$ cat src/rtl/fft_frame_serializer_pkg.sv
// Shared constants, state encoding and lane-index helper for the 32-point FFT output path.
package fft_pkg;

  localparam int N_PT  = 32;
  localparam int LOG2N = 5;
  localparam logic [LOG2N-1:0] CNT_LAST = LOG2N'(N_PT - 1);

  typedef enum logic {
    IDLE = 1'b0,
    SEND = 1'b1
  } state_t;

  function automatic logic [4:0] bitrev5(input logic [4:0] x);
    logic [4:0] r;
    for (int b = 0; b < 5; b++) begin
      r[b] = x[4-b];
    end
    return r;
  endfunction

endpackage

$ cat src/rtl/fft_frame_serializer_if.sv
// Frame-in / sample-out handshake bundle; slave is the serializer, master is the driver and sink.
interface fft_frame_serializer_if #(
  parameter int W = 9
);
  import fft_pkg::*;

  logic                in_valid;
  logic                in_ready;
  logic signed [W-1:0] d_r [N_PT];
  logic signed [W-1:0] d_i [N_PT];
  logic                out_valid;
  logic                out_ready;
  logic signed [W-1:0] q_r;
  logic signed [W-1:0] q_i;
  logic [LOG2N-1:0]    q_idx;
  logic                q_last;

  modport slave (
    input  in_valid, d_r, d_i, out_ready,
    output in_ready, out_valid, q_r, q_i, q_idx, q_last
  );

  modport master (
    output in_valid, d_r, d_i, out_ready,
    input  in_ready, out_valid, q_r, q_i, q_idx, q_last
  );

endinterface

$ cat src/rtl/fft_frame_serializer_lane_mux.sv
// 32:1 read mux over the frame buffer, with optional bit-reversed lane selection.
module fft_lane_mux
  import fft_pkg::*;
#(
  parameter int W      = 9,
  parameter bit BITREV = 1'b0
) (
  input  logic signed [W-1:0] i_lane_r [N_PT],
  input  logic signed [W-1:0] i_lane_i [N_PT],
  input  logic [LOG2N-1:0]    i_sel,
  output logic signed [W-1:0] o_q_r,
  output logic signed [W-1:0] o_q_i
);

  logic [LOG2N-1:0] w_lane;

  assign w_lane = BITREV ? bitrev5(i_sel) : i_sel;
  assign o_q_r  = i_lane_r[w_lane];
  assign o_q_i  = i_lane_i[w_lane];

endmodule

$ cat src/rtl/fft_frame_serializer.sv
// Captures a whole 32-lane complex frame in one handshake and streams it out one sample per cycle.
module fft_frame_serializer
  import fft_pkg::*;
#(
  parameter int W      = 9,
  parameter bit BITREV = 1'b0
) (
  input logic                  clk,
  input logic                  rstb,
  fft_frame_serializer_if.slave bus
);

  state_t              r_state;
  state_t              w_state_next;
  logic [LOG2N-1:0]    r_cnt;
  logic [LOG2N-1:0]    w_cnt_next;
  logic signed [W-1:0] r_buf_r [N_PT];
  logic signed [W-1:0] r_buf_i [N_PT];

  logic w_out_valid;
  logic w_in_ready;
  logic w_accept;
  logic w_xfer;
  logic w_at_last;

  assign w_at_last   = (r_cnt == CNT_LAST);
  assign w_out_valid = (r_state == SEND);
  // Ready during the last beat lets the next frame load with no bubble.
  assign w_in_ready  = rstb && ((r_state == IDLE) ||
                                ((r_state == SEND) && w_at_last && bus.out_ready));
  assign w_accept    = bus.in_valid && w_in_ready;
  assign w_xfer      = w_out_valid && bus.out_ready;

  always_ff @(posedge clk) begin
    if (!rstb) begin
      r_state <= IDLE;
      r_cnt   <= '0;
    end else begin
      r_state <= w_state_next;
      r_cnt   <= w_cnt_next;
    end
  end

  always_comb begin
    w_state_next = r_state;
    w_cnt_next   = r_cnt;
    if (w_accept) begin
      w_state_next = SEND;
      w_cnt_next   = '0;
    end else if (w_xfer) begin
      // Counter wraps to 0 on the last beat, so IDLE always sits at index 0.
      w_cnt_next = r_cnt + 1'b1;
      if (w_at_last) begin
        w_state_next = IDLE;
      end
    end
  end

  always_ff @(posedge clk) begin
    for (int n = 0; n < N_PT; n++) begin
      if (!rstb) begin
        r_buf_r[n] <= '0;
        r_buf_i[n] <= '0;
      end else if (w_accept) begin
        r_buf_r[n] <= bus.d_r[n];
        r_buf_i[n] <= bus.d_i[n];
      end
    end
  end

  fft_lane_mux #(
    .W      (W),
    .BITREV (BITREV)
  ) u_lane_mux (
    .i_lane_r (r_buf_r),
    .i_lane_i (r_buf_i),
    .i_sel    (r_cnt),
    .o_q_r    (bus.q_r),
    .o_q_i    (bus.q_i)
  );

  assign bus.in_ready  = w_in_ready;
  assign bus.out_valid = w_out_valid;
  assign bus.q_idx     = r_cnt;
  assign bus.q_last    = w_out_valid && w_at_last;

endmodule

$ cat src/flat_wrapper.sv
// flat-port wrapper written by rule: the top's interface ports become plain ports
module fft_frame_serializer_flat import fft_pkg::*;
#(
  parameter int W      = 9,
  parameter bit BITREV = 1'b0
)
  (clk, rstb, bus_in_valid, bus_d_r, bus_d_i, bus_out_ready, bus_in_ready, bus_out_valid, bus_q_r, bus_q_i, bus_q_idx, bus_q_last);
  fft_frame_serializer_if #(.W(W)) bus_i ();
  input logic clk;
  input logic rstb;
  input wire logic [$bits(bus_i.in_valid)-1:0] bus_in_valid;
  input wire logic [$bits(bus_i.d_r)-1:0] bus_d_r;
  input wire logic [$bits(bus_i.d_i)-1:0] bus_d_i;
  input wire logic [$bits(bus_i.out_ready)-1:0] bus_out_ready;
  output wire logic [$bits(bus_i.in_ready)-1:0] bus_in_ready;
  output wire logic [$bits(bus_i.out_valid)-1:0] bus_out_valid;
  output wire logic [$bits(bus_i.q_r)-1:0] bus_q_r;
  output wire logic [$bits(bus_i.q_i)-1:0] bus_q_i;
  output wire logic [$bits(bus_i.q_idx)-1:0] bus_q_idx;
  output wire logic [$bits(bus_i.q_last)-1:0] bus_q_last;
  assign bus_i.in_valid = bus_in_valid;
  assign bus_i.d_r = {>>{bus_d_r}};
  assign bus_i.d_i = {>>{bus_d_i}};
  assign bus_i.out_ready = bus_out_ready;
  assign bus_in_ready = bus_i.in_ready;
  assign bus_out_valid = bus_i.out_valid;
  assign bus_q_r = bus_i.q_r;
  assign bus_q_i = bus_i.q_i;
  assign bus_q_idx = bus_i.q_idx;
  assign bus_q_last = bus_i.q_last;
  fft_frame_serializer #(.W(W), .BITREV(BITREV)) u_core (.clk(clk), .rstb(rstb), .bus(bus_i));
endmodule
$ cat config.mk
export PLATFORM = sky130hd
export DESIGN_NAME = fft_frame_serializer_flat
export DESIGN_NICKNAME = d
export VERILOG_FILES = /design/src/rtl/fft_frame_serializer_pkg.sv /design/src/rtl/fft_frame_serializer_if.sv /design/src/rtl/fft_frame_serializer_lane_mux.sv /design/src/rtl/fft_frame_serializer.sv /design/src/flat_wrapper.sv
export SDC_FILE = /design/constraint.sdc
export NUM_CORES = 1
export LEC_CHECK = 0
export ABC_CLOCK_PERIOD_IN_PS = 2600
export BUFFER_PORTS_ARGS = -buffer_cell sky130_fd_sc_hd__buf_2
export CAP_MARGIN = 20
export CORE_MARGIN = 4
export CORE_UTILIZATION = 55
export DETAILED_ROUTE_END_ITERATION = 7
export PLACE_DENSITY = 0.89
export SKIP_CTS_REPAIR_TIMING = 1
export SLEW_MARGIN = 0
export SYNTH_ARGS = -nofsm -noshare
export SYNTH_HDL_FRONTEND = slang
export SYNTH_HIERARCHICAL = 1
export SYNTH_SLANG_ARGS = --single-unit
$ cat constraint.sdc
create_clock -name clk -period 2.6 [get_ports clk]
set_input_delay 0.52 -clock clk [delete_from_list [all_inputs] [get_ports clk]]
set_output_delay 0.52 -clock clk [all_outputs]
set_load 0.02 [all_outputs]
# Word-level counts from Yosys, hierarchy flattened
# Cells that the tools add are included.
[word_totals] reg_bits=582 latch_bits=0 ram_bits=0 mem_bits_ro=0 input_bits=580 out_inout_bits=26 wordCells=91 memories=0
[op_classes] addsub=1 n_mul=0 div=0 n_lt_le_gt_ge=1 eq_ne=1 shifts=0 mux=9 bitwise=3 n_reduce_logical=10
[op_table] cell="binary-select mux 9 bit (select 5 bit)" count=2
[op_table] cell="two-way mux 9 bit" count=4
[op_table] cell=">= comparator 6 bit, second input constant" count=1
[op_table] cell="inverter 5 -> 6 bit" count=1
[op_table] cell="adder 5 x 1 -> 5 bit, second input constant" count=1
[op_table] cell="equality test 5 bit, second input constant" count=1
[op_table] cell="logical AND 1 bit" count=5
[op_table] cell="nonzero test 2 bit" count=2
[op_table] cell="two-way mux 1 bit" count=3
[op_table] cell="inverter 1 bit" count=2
[op_table] cell="AND reduction 2 bit" count=1
[op_table] cell="OR reduction 2 bit" count=1
[op_table] cell="logical OR 1 bit" count=1

# Longest topological paths before layout
[depth] ltp_word=8 mapped_depth=8 mapped_depth_nobuf=6

# By module
# The synthesis kept the hierarchy.
[modules_own_cells] mod="fft_frame_serializer" n_inst=1 cells_each=2465 area_per_inst_um2=22753.1 seq_area_each_um2=11651.2
[modules_own_cells] mod="fft_lane_mux" n_inst=1 cells_each=638 area_per_inst_um2=5132.4 seq_area_each_um2=0.0

# Worst setup path before layout
# Ideal clock, no wire load.
[synth_path] path_type="register to output" start="reg u_core.r_cnt[1] (netlist: u_core/bus.q_idx[1])" end="out bus_q_i[0]" arrival_ns=1.669 required_ns=2.080 setup_slack_ns=0.411 stages_incl_launch_ff=8 path_buffers=3 path_cell_list="dfxtp_1 -> buf_6 -> buf_6 -> buf_4 -> mux2i_1 -> a22oi_1 -> a31oi_1 -> nand3_1"
[synth_via] elab_chain_len=4
[synth_rtl] item="from (decl)" line_no="fft_frame_serializer.sv:15" source="logic [LOG2N-1:0] r_cnt;"
[synth_rtl] item="from (signal assigned)" line_no="fft_frame_serializer.sv:40" source="r_cnt <= w_cnt_next;"
[synth_rtl] item="inverter 5 -> 6 bit (not written as such)" line_no="fft_frame_serializer_lane_mux.sv:19" source="assign o_q_i = i_lane_i[w_lane];"
[synth_rtl] item="binary-select mux 9 bit (select 5 bit)" line_no="fft_frame_serializer_lane_mux.sv:19"
[synth_rtl] item="two-way mux 9 bit (not written as such) (2 in a row)" line_no="fft_frame_serializer_lane_mux.sv:19"
[synth_rtl] item="to (decl)" line_no="flat_wrapper.sv:18" source="output wire logic [$bits(bus_i.q_i)-1:0] bus_q_i;"
# No other way between the ends. The select of a mux whose other input is x is not followed.

# Worst setup path after layout
[layout_path] start="reg u_core.r_cnt[1] (netlist: u_core/bus.q_idx[1])" end="out bus_q_i[6]"
# Same word-level chain as after synthesis.

==> results.yml <==
run_status:
  status: "complete, but fails checks"
  violations: "setup timing"
critical_path:
  critical_path_class: "flop to output port"
  path_max_fanout: 10
  worst-path-buf-inv: 4
  worstSetupStartpointType: "flop"
  cp_cell_sequence: "buf_12 -> buf_4 -> mux2i_1 -> a22o_1 -> nor3_1 -> buf_4 -> a31oi_1 -> nand3_1 -> buf_2"
  end_kind: "output port"
  critPathMaxStageDelay_ps: 410
  crit_arrival_ps: 2610
  slowest_stage: "nor3_1"
  required_ps: 2080
  cp_top_family: "buffers and inverters"
  path_common_cell: "buf_4"
die:
  num_rows: 82
  initial_utilization_pct: 55.6
  dieArea_um2: 54400
  io_pins: 606
  core_area_um2: 50200
  fp.dieH_um: 233
  die_w_um: 233
min_path:
  hold_class: "input pin to flop"
cells_and_area:
  final_nets: 4285
  syn_to_final_growth_pct: 23.9
  final_area_um2: 34600
  diodes: 0
  drive_gt1_share_pct: 23.9
  instances_no_fill: 4422
placement:
  placed_cell_area_um2: 31300
  place_inst: 4256
  globalplace.congestion: 0.930
  dp_hpwl_mm: 66.4
  io_buffers: 605
logic_synthesis:
  syn_inst: 3103
  synth_top_area_share_pct: 41.8
  ys_seq_elements: 582
  seq_area_frac_synth_pct: 41.8
  ys_types: 34
  ys_warn_count: 6
  synth_fp_nets: 3685
  syn_area_um2: 27900
  synth_area_leaders: "dfxtp_1, mux2i_1, nand2_1"
  yosysTopAreaCell: "dfxtp_1"
  syn_area_per_cell_um2: 8.99
grt:
  grt_max_degree: 221
  grt_pass1_vias: 22900
  grt_pass1_wl_mm: 130
  antenna_found_initial: 2
  grt-ovfl-total: 0
  track_usage_pct: 30.8
pwr:
  leakagePower_nw: 15.9
  max-vdd-ir-drop_v: 0.000544
  power_density_nw_per_um2: 618
timing:
  worst_slack_ps: -533
  max_freq_mhz: 319
  setup_viol: 20
  period_minus_slack_ps: 3130
  hold_viol: 0
  rsz0062_at_grt: "yes"
  skew_ps: 9.65
  report.final.slew_viol_count: 0
  worst_slew_pin_slew_ps: 1150
  slew_headroom_pct: 23.1
  tns_ps: -8440
  fin_crit_sh_pct: 120
routing:
  first_pass_iters: 8
  postRouteAntennaNets: 0
  viasPerCell: 5.48
  wl_per_cell_um: 21.5
  drt_iter0_markers: 2492
  post-route-drc-count: 0
  vias: 24200
  drt_wl_total_mm: 95.1
clock_network:
  root_buffer: "clkbuf_16"
  cts_tree: "done"
  cts_num_sinks: 582
  cts_buffers: 58
  clkTransAtPathRegs_ps: 60
  clockBufferDepth: 3
  h-tree-depth: 2
  clock_latency_ps: 610
run:
  maxCapViolCount: 0
-- cells in the mapped netlist (all sizes together) --
library cell  count
or2               1
clkbuf           72
inv             577
dfxtp           582
a21oi            39
nand2           618
nand2b            2
nor2              4
a21boi            1
buf             128
a31oi            18
o21a              1
o21ai             2
a22o             36
mux2i           864
nor2b             3
nor3             18
a22oi            72
ha                2
and3              1
xnor2             1
nand3            38
and2              3
xor2              1
nand4            18
or3               1
-- worst paths after layout --
check,startpoint,endpoint,slack [ps],cells after the start
worst max-delay path,u_core/bus.q_idx[1]$_SDFFE_PP0P_,bus_q_i[6],-530,9
worst min-delay path,bus_d_r[30],u_core/r_buf_r[30]$_SDFFE_PN0P_,140,3
worst max register to register,u_core/bus.q_idx[1]$_SDFFE_PP0P_,u_core/r_buf_r[135]$_SDFFE_PN0P_,10,11
worst min register to register,u_core/r_buf_i[251]$_SDFFE_PN0P_,u_core/r_buf_i[251]$_SDFFE_PN0P_,460,2
-- worst register-to-register path, cell delays in order (launching register included) --
cell       delay, ps
dfxtp_4          420
buf_4            150
clkbuf_16        170
ha_4             150
and3_4           190
ha_4             150
a21boi_4          70
buf_4            150
nor2_4           130
buf_12           200
buf_12           350
mux2i_1          370
-- metrics by stage --
| step | utilization, % | hold slack [ps] | total power, mW | setup WS, ps |
|---|---|---|---|---|
| floorplan | - | 434 | 11.5 | 411 |
| global placement | 62.5 | 441 | 12.6 | -84.9 |
| detailed placement | 62.5 | 446 | 12.7 | -87.2 |
| CTS | 66.4 | 114 | 21.2 | -747 |
| global route | 68.9 | 128 | 22.0 | -623 |
| finish | 68.9 | 137 | 21.4 | -533 |
-- area by class of cell --
type | count | area [µm²]
fillers | 3570 | 15600
multi-input cells | 1745 | 13000
flip-flops and latches | 582 | 11700
repair buffers | 739 | 4890
inverters | 577 | 2170
clock buffers | 90 | 1830
well taps | 672 | 841
clock inverters | 17 | 144
-- metal layers --
| metal | wire length, µm | vias to the layer above | track usage, % |
|---|---|---|---|
| li1 | - | 11200 | - |
| met1 | 37100 | 11300 | 39.0 |
| met2 | 43600 | 1411 | 50.4 |
| met3 | 8060 | 330 | 4.73 |
| met4 | 6320 | 2 | 17.1 |
| met5 | 14 | - | 0 |
-- registers in the layout, summed over array words and instances (netlist names) --
name                  count
u_core/r_buf_i          288
u_core/bus.out_valid      1
u_core/bus.q_idx          5
u_core/r_buf_r          288
-- layout by cell type (no fill, tap or decap), types with 14 or more instances in the layout --
cell	count
a21oi_1	39
a22o_1	36
a22oi_1	66
a31oi_1	15
buf_12	16
buf_16	14
buf_2	597
buf_4	81
clkbuf_16	77
clkbuf_8	19
dfxtp_1	579
inv_1	577
mux2i_1	848
nand2_1	618
nand3_1	30
nand4_1	18
-- power by group --
part	switching, mW	leakage (nW)	internal, mW
combinational	1.51	10.1	1.24
sequential	0.439	4.80	9.57
clock	3.62	0.980	5.00
-- cells by family after synthesis --
kind of cell	Yosys count	share of synthesized area, %
flops	582	41.8
fa+ha+maj	2	0.0897
simple gates	707	10.1
compound gates	169	4.28
mux	864	31.0
xor+xnor	2	0.0628
buf+inv	777	12.7
No activity file was read; power rests on OpenSTA's default activity.
